`config.mk`:
```
export PLATFORM = sky130hd
export DESIGN_NAME = median_scan_ctrl_flat
export DESIGN_NICKNAME = d
export VERILOG_FILES = /design/src/rtl/median_scan_ctrl_if.sv /design/src/rtl/median_scan_ctrl.sv /design/src/flat_wrapper.sv
export SDC_FILE = /design/constraint.sdc
export NUM_CORES = 1
export LEC_CHECK = 0
export CORE_MARGIN = 2
export CORE_UTILIZATION = 30
export CTS_BUF_LIST = sky130_fd_sc_hd__clkbuf_8 sky130_fd_sc_hd__clkbuf_16
export DETAILED_ROUTE_END_ITERATION = 6
export PLACE_DENSITY = 0.49
export SYNTH_ARGS = -nofsm -noshare
export SYNTH_HDL_FRONTEND = slang
export SYNTH_SLANG_ARGS = --single-unit
```
`constraint.sdc`:
```
create_clock -name clk -period 2.04 [get_ports clk]
set_input_delay 0.408 -clock clk [delete_from_list [all_inputs] [get_ports clk]]
set_output_delay 0.408 -clock clk [all_outputs]
set_load 0.005 [all_outputs]
```
`src/rtl/median_scan_ctrl_if.sv`:
```
// Handshake bundle between median_scan_ctrl and its host, getWindow, sorter and writer.
// The master modport is the sequencer side; slave is the surrounding environment.
interface median_scan_ctrl_if;
    logic       start;
    logic       abort;
    logic [7:0] xCenter;
    logic [7:0] yCenter;
    logic       startGet;
    logic       windowOut;
    logic       medianStart;
    logic       medianDone;
    logic       wrValid;
    logic       wrReady;
    logic       busy;
    logic       frameDone;

    modport master (
        input  start, abort, windowOut, medianDone, wrReady,
        output xCenter, yCenter, startGet, medianStart, wrValid, busy, frameDone
    );

    modport slave (
        output start, abort, windowOut, medianDone, wrReady,
        input  xCenter, yCenter, startGet, medianStart, wrValid, busy, frameDone
    );
endinterface

```
`src/rtl/median_scan_ctrl.sv`:
```
// Frame sequencer for the median filter: walks every interior pixel in raster order,
// launches getWindow, counts its nine coordinates, runs the sorter and hands off to the writer.
module median_scan_ctrl #(
    parameter int IMG_W = 64,
    parameter int IMG_H = 64
) (
    input  logic                 clk,
    input  logic                 reset,
    median_scan_ctrl_if.master   bus
);
    typedef enum logic [2:0] {
        S_IDLE, S_ISSUE, S_COLLECT, S_MSTART, S_MWAIT, S_WRITE, S_NEXT, S_DONE
    } state_t;

    localparam logic [7:0] X_LAST = 8'(IMG_W - 2);
    localparam logic [7:0] Y_LAST = 8'(IMG_H - 2);

    state_t     r_state;
    logic [3:0] r_win_cnt;
    logic [7:0] r_x;
    logic [7:0] r_y;
    logic       r_start_get;
    logic       r_med_start;
    logic       r_wr_valid;
    logic       r_busy;
    logic       r_frame_done;

    assign bus.xCenter     = r_x;
    assign bus.yCenter     = r_y;
    assign bus.startGet    = r_start_get;
    assign bus.medianStart = r_med_start;
    assign bus.wrValid     = r_wr_valid;
    assign bus.busy        = r_busy;
    assign bus.frameDone   = r_frame_done;

    // State machine; every output is a register set on the transition into its state.
    always_ff @(posedge clk) begin
        if (reset) begin
            r_state      <= S_IDLE;
            r_win_cnt    <= 4'd0;
            r_x          <= 8'd0;
            r_y          <= 8'd0;
            r_start_get  <= 1'b0;
            r_med_start  <= 1'b0;
            r_wr_valid   <= 1'b0;
            r_busy       <= 1'b0;
            r_frame_done <= 1'b0;
        end else if (bus.abort && (r_state != S_IDLE)) begin
            // Abort outranks every transition; coordinates are left as they were.
            r_state      <= S_IDLE;
            r_start_get  <= 1'b0;
            r_med_start  <= 1'b0;
            r_wr_valid   <= 1'b0;
            r_busy       <= 1'b0;
            r_frame_done <= 1'b0;
        end else begin
            r_start_get  <= 1'b0;
            r_med_start  <= 1'b0;
            r_frame_done <= 1'b0;
            case (r_state)
                S_IDLE: begin
                    if (bus.start && !bus.abort) begin
                        r_x         <= 8'd1;
                        r_y         <= 8'd1;
                        r_start_get <= 1'b1;
                        r_busy      <= 1'b1;
                        r_state     <= S_ISSUE;
                    end
                end
                S_ISSUE: begin
                    r_win_cnt <= 4'd0;
                    r_state   <= S_COLLECT;
                end
                S_COLLECT: begin
                    if (bus.windowOut) begin
                        if (r_win_cnt >= 4'd8) begin
                            r_win_cnt   <= 4'd9;
                            r_med_start <= 1'b1;
                            r_state     <= S_MSTART;
                        end else begin
                            r_win_cnt <= r_win_cnt + 4'd1;
                        end
                    end
                end
                S_MSTART: begin
                    r_state <= S_MWAIT;
                end
                S_MWAIT: begin
                    if (bus.medianDone) begin
                        r_wr_valid <= 1'b1;
                        r_state    <= S_WRITE;
                    end
                end
                S_WRITE: begin
                    if (bus.wrReady) begin
                        r_wr_valid <= 1'b0;
                        r_state    <= S_NEXT;
                    end
                end
                S_NEXT: begin
                    if (r_x < X_LAST) begin
                        r_x         <= r_x + 8'd1;
                        r_start_get <= 1'b1;
                        r_state     <= S_ISSUE;
                    end else if (r_y < Y_LAST) begin
                        r_x         <= 8'd1;
                        r_y         <= r_y + 8'd1;
                        r_start_get <= 1'b1;
                        r_state     <= S_ISSUE;
                    end else begin
                        r_frame_done <= 1'b1;
                        r_state      <= S_DONE;
                    end
                end
                S_DONE: begin
                    r_busy  <= 1'b0;
                    r_state <= S_IDLE;
                end
                default: begin
                    r_wr_valid <= 1'b0;
                    r_busy     <= 1'b0;
                    r_state    <= S_IDLE;
                end
            endcase
        end
    end
endmodule

```
`src/flat_wrapper.sv`:
```
// flat-port wrapper written by rule: the top's interface ports become plain ports
module median_scan_ctrl_flat 
#(
    parameter int IMG_W = 64,
    parameter int IMG_H = 64
)
  (clk, reset, bus_start, bus_abort, bus_windowOut, bus_medianDone, bus_wrReady, bus_xCenter, bus_yCenter, bus_startGet, bus_medianStart, bus_wrValid, bus_busy, bus_frameDone);
  median_scan_ctrl_if bus_i ();
  input  logic clk;
  input  logic reset;
  input wire logic [$bits(bus_i.start)-1:0] bus_start;
  input wire logic [$bits(bus_i.abort)-1:0] bus_abort;
  input wire logic [$bits(bus_i.windowOut)-1:0] bus_windowOut;
  input wire logic [$bits(bus_i.medianDone)-1:0] bus_medianDone;
  input wire logic [$bits(bus_i.wrReady)-1:0] bus_wrReady;
  output wire logic [$bits(bus_i.xCenter)-1:0] bus_xCenter;
  output wire logic [$bits(bus_i.yCenter)-1:0] bus_yCenter;
  output wire logic [$bits(bus_i.startGet)-1:0] bus_startGet;
  output wire logic [$bits(bus_i.medianStart)-1:0] bus_medianStart;
  output wire logic [$bits(bus_i.wrValid)-1:0] bus_wrValid;
  output wire logic [$bits(bus_i.busy)-1:0] bus_busy;
  output wire logic [$bits(bus_i.frameDone)-1:0] bus_frameDone;
  assign bus_i.start = bus_start;
  assign bus_i.abort = bus_abort;
  assign bus_i.windowOut = bus_windowOut;
  assign bus_i.medianDone = bus_medianDone;
  assign bus_i.wrReady = bus_wrReady;
  assign bus_xCenter = bus_i.xCenter;
  assign bus_yCenter = bus_i.yCenter;
  assign bus_startGet = bus_i.startGet;
  assign bus_medianStart = bus_i.medianStart;
  assign bus_wrValid = bus_i.wrValid;
  assign bus_busy = bus_i.busy;
  assign bus_frameDone = bus_i.frameDone;
  median_scan_ctrl #(.IMG_W(IMG_W), .IMG_H(IMG_H)) u_core (.clk(clk), .reset(reset), .bus(bus_i));
endmodule
```
==> impl_metrics.csv <==
group,metric,value,unit
grt,antenna_found_initial,0,
route,dr.first_iter.drc_count,87,
synth,synth-compound-area-share,23.51,%
clock_network,cts_sinks,28,
cells_and_area,syn_to_final_growth,33.66,%
synth,ys.flop_type,"dfxtp_1",
synth,synth_common_cells,"28 x dfxtp_1, 20 x nor2_1, 15 x a21oi_1, 10 x inv_1",
timing,min_period,1.805,ns
clock_network,clk_pin_slew,0.10,ns
floorplanning,die_h,72.44,um
clock_network,cts_tree,"yes",
route,post-route-drc-count,0,
route,ant_nets,0,
placement,port_buffers,27,
cells_and_area,drive_gt1_share,12.38,%
timing,period_share,88.48,%
setup_path,critPathLaunch,"u_core.bus.yCenter[3]",
setup_path,reg2reg_from,"u_core.bus.yCenter[3]",
grt,grt_max_degree,17,
timing,fmax,0.5540,GHz
synth,ys_seq_elements,28,
placement,detailed_place_hpwl,2524,um
setup_path,critPathMaxStageDelay,0.38,ns
synth,synth_mux_area_share,1.514,%
grt,grt_pass1_wl,5782,um
setup_path,cp_slowest_cell,"or3_1",
setup_path,crit_type,"reg -> reg",
clock_network,ctsResizeCount,0,
min_path,hold_class,"reg -> reg",
route,num_vias,1314,
setup_path,cp_cell_sequence,"and4_4, a211o_4, a31o_1, or3_1, a21oi_2",
floorplanning,initial_core_util,31.62,%
setup_path,reg2regPathDepth,5,
power_and_ir_drop,p_per_area,778.1,nW/um^2
grt,track_usage,13.69,%
synth,synthDistinctLibCells,46,
timing,final_hold_viol_count,0,
timing,clock-skew-final,0.004494,ns
cells_and_area,layout.nets,214,
clock_network,clk_latency,0.28,ns
floorplanning,fp-row-count,24,
grt,grt.overflow.total,0,
clock_network,cts_buffers,3,
clock_network,root_buffer,"clkbuf_8",
cells_and_area,num-fill-cells,442,
timing,slew_headroom,70.54,%
setup_path,regToRegSetupSlack,0.24,ns
cells_and_area,diodes,0,
power_and_ir_drop,leakage,0.6852,nW
synth,yosysTopAreaCellShare,39.89,%
clock_network,cts_hold_buf,0,
synth,synth_edf_count,0,
route,first_pass_iters,4,
timing,drv_slew,0,
timing,rsz0062_at_grt,"false",
power_and_ir_drop,ir_worst_vdd,0.0004572,V
route,routedWlPerCell,13.01,um
floorplanning,die-area,5247,sq um
placement,place_area,1807,sq um
timing,setup_viol,0,
setup_path,reg2reg_to,"u_core.bus.xCenter[4]",
route,wirelength,3304,um
timing,holdWs,0.4636,ns
flow_run,drv_cap,0,
floorplanning,io_pins,28,
setup_path,critPathLaunchType,"flop",
synth,syn_area,1405,sq um
synth,synth_top_family_by_area,"simple AND/OR/NAND/NOR gates",
route,via_per_inst,5.173,
floorplanning,die_w,72.44,um
setup_path,crit_path_end_kind,"flop",
synth,yosys.area_share.adder,3.562,%
synth,synth_area_per_cell,8.516,sq um
synth,syn_inst,165,
grt,grt_pass1_vias,1322,
setup_path,critPathMaxFanout,8,
placement,gp_congestion,0.8026,
synth,synth_area_leaders,"dfxtp_1 40%, a21oi_1 5.3%, nor2_1 5.3%, ha_1 3.6%, nand3_1 2.8%",
synth,yosysMostFrequentCell,"dfxtp_1",
synth,synth_top_area_cell,"dfxtp_1",
synth,yosys.area_share.simple,26.09,%
run_status,status,"finished, final reports clean",
synth,ys_seq_area_share,39.89,%
cells_and_area,design_area,1878,sq um
floorplanning,fp.coreArea,4444,sq um
synth,ys_warn_count,0,
power_and_ir_drop,power,1.461,mW
synth,synth-xor-area-share,0,%
synth,syn_nets,176,
clock_network,cts_setup_buffers,0,
timing,worst_pin_slew,0.4357,ns
setup_path,cp_data_required_time,2.26,ns
setup_path,worstPathArrival,2.03,ns
clock_network,htreeDepth,1,
setup_path,crit_end,"u_core.bus.xCenter[4]",
synth,synthArstFlopShare,0,%
clock_network,cts_buffer_depth,2,
==> registers in the layout (all words and copies together) (netlist names) <==
name,cells
u_core.bus.frameDone,1
u_core.bus.busy,1
u_core.bus.xCenter,8
u_core.bus.medianStart,1
u_core.bus.startGet,1
u_core.r_win_cnt,4
u_core.bus.yCenter,8
u_core.bus.wrValid,1
u_core.r_state,3
==> critical path: cells and delay by family, from the launching register on <==
| family | cells | cell delay (ns) |
|---|---|---|
| AOI/OAI and AO/OA | 3 | 0.79 |
| DFF | 1 | 0.37 |
| and+or+nand+nor | 2 | 0.59 |
==> kinds of logic (layout without fill, tap and decap cells) <==
| family | Yosys count | count (layout) |
|---|---|---|
| simple gates | 68 | 68 |
| flops | 28 | 28 |
| buf+inv | 18 | 55 |
| fa+ha+maj | 4 | 4 |
| compound gates | 45 | 45 |
| mux | 2 | 2 |
==> placed cells by master, fill, tap and decap left out, types with 4 or more instances in the layout <==
cell,netlist,final
o21ai_0,5,5
buf_4,0,14
inv_1,10,10
a21oi_1,15,15
a211oi_1,4,4
nand2_1,8,8
nand3_1,8,8
ha_1,4,4
nor2_1,20,20
nor3_1,5,5
dfxtp_1,28,28
nand2b_1,4,4
clkdlybuf4s50_1,0,27
==> worst min path at each step <==
stage | startpoint | end | slack [ns] | cells after the start
global route | u_core.r_win_cnt[3] | u_core.bus.medianStart | 0.50 | 2
finish | u_core.r_win_cnt[3] | u_core.bus.medianStart | 0.46 | 2
floorplan | u_core.r_win_cnt[3] | u_core.bus.medianStart | 0.43 | 2
global placement | u_core.r_win_cnt[3] | u_core.bus.medianStart | 0.45 | 2
CTS | u_core.r_win_cnt[3] | u_core.bus.medianStart | 0.47 | 2
detailed placement | u_core.r_win_cnt[3] | u_core.bus.medianStart | 0.46 | 2
==> through the flow <==
| step | utilization [%] | setup TNS, ns | worst slack [ns] | cells |
|---|---|---|---|---|
| after global routing | 42.26 | 0 | 0.1411 | 254 |
| after detailed placement | 40.65 | -0.1011 | -0.04824 | 250 |
| after CTS | 42.26 | 0 | 0.2256 | 254 |
| final | 42.26 | 0 | 0.2351 | 254 |
| after floorplan | - | 0 | 0.2250 | 165 |
| after global placement | 40.65 | -0.05889 | -0.03869 | 250 |
==> area by class of cell <==
cell class | count | area, sq um | share of cell area [%]
multi-input cells | 119 | 768.2 | 40.91
well taps | 52 | 65.06 | 3.464
flip-flops and latches | 28 | 560.5 | 29.85
clock buffers | 3 | 41.29 | 2.199
repair buffers | 41 | 375.4 | 19.99
inverters | 10 | 37.54 | 1.999
clock inverters | 1 | 30.03 | 1.599
==> per-layer routing <==
| layer | up-vias | routed length (um) | global-route usage, % |
|---|---|---|---|
| met1 | 617 | 1532 | 17.26 |
| met2 | 26 | 1613 | 23.24 |
| met4 | 0 | 19 | 3.909 |
| met3 | 2 | 139 | 3.333 |
| met5 | - | 0 | 0 |
| li1 | 669 | - | - |
==> report_power, final <==
group          internal, mW  switching, mW  total [mW]  leakage (nW)
clock                 0.263          0.178       0.440        0.0357
sequential            0.584         0.0299       0.614         0.227
combinational         0.191          0.216       0.407         0.423
Note: power is estimated with default switching activity, not from simulation.
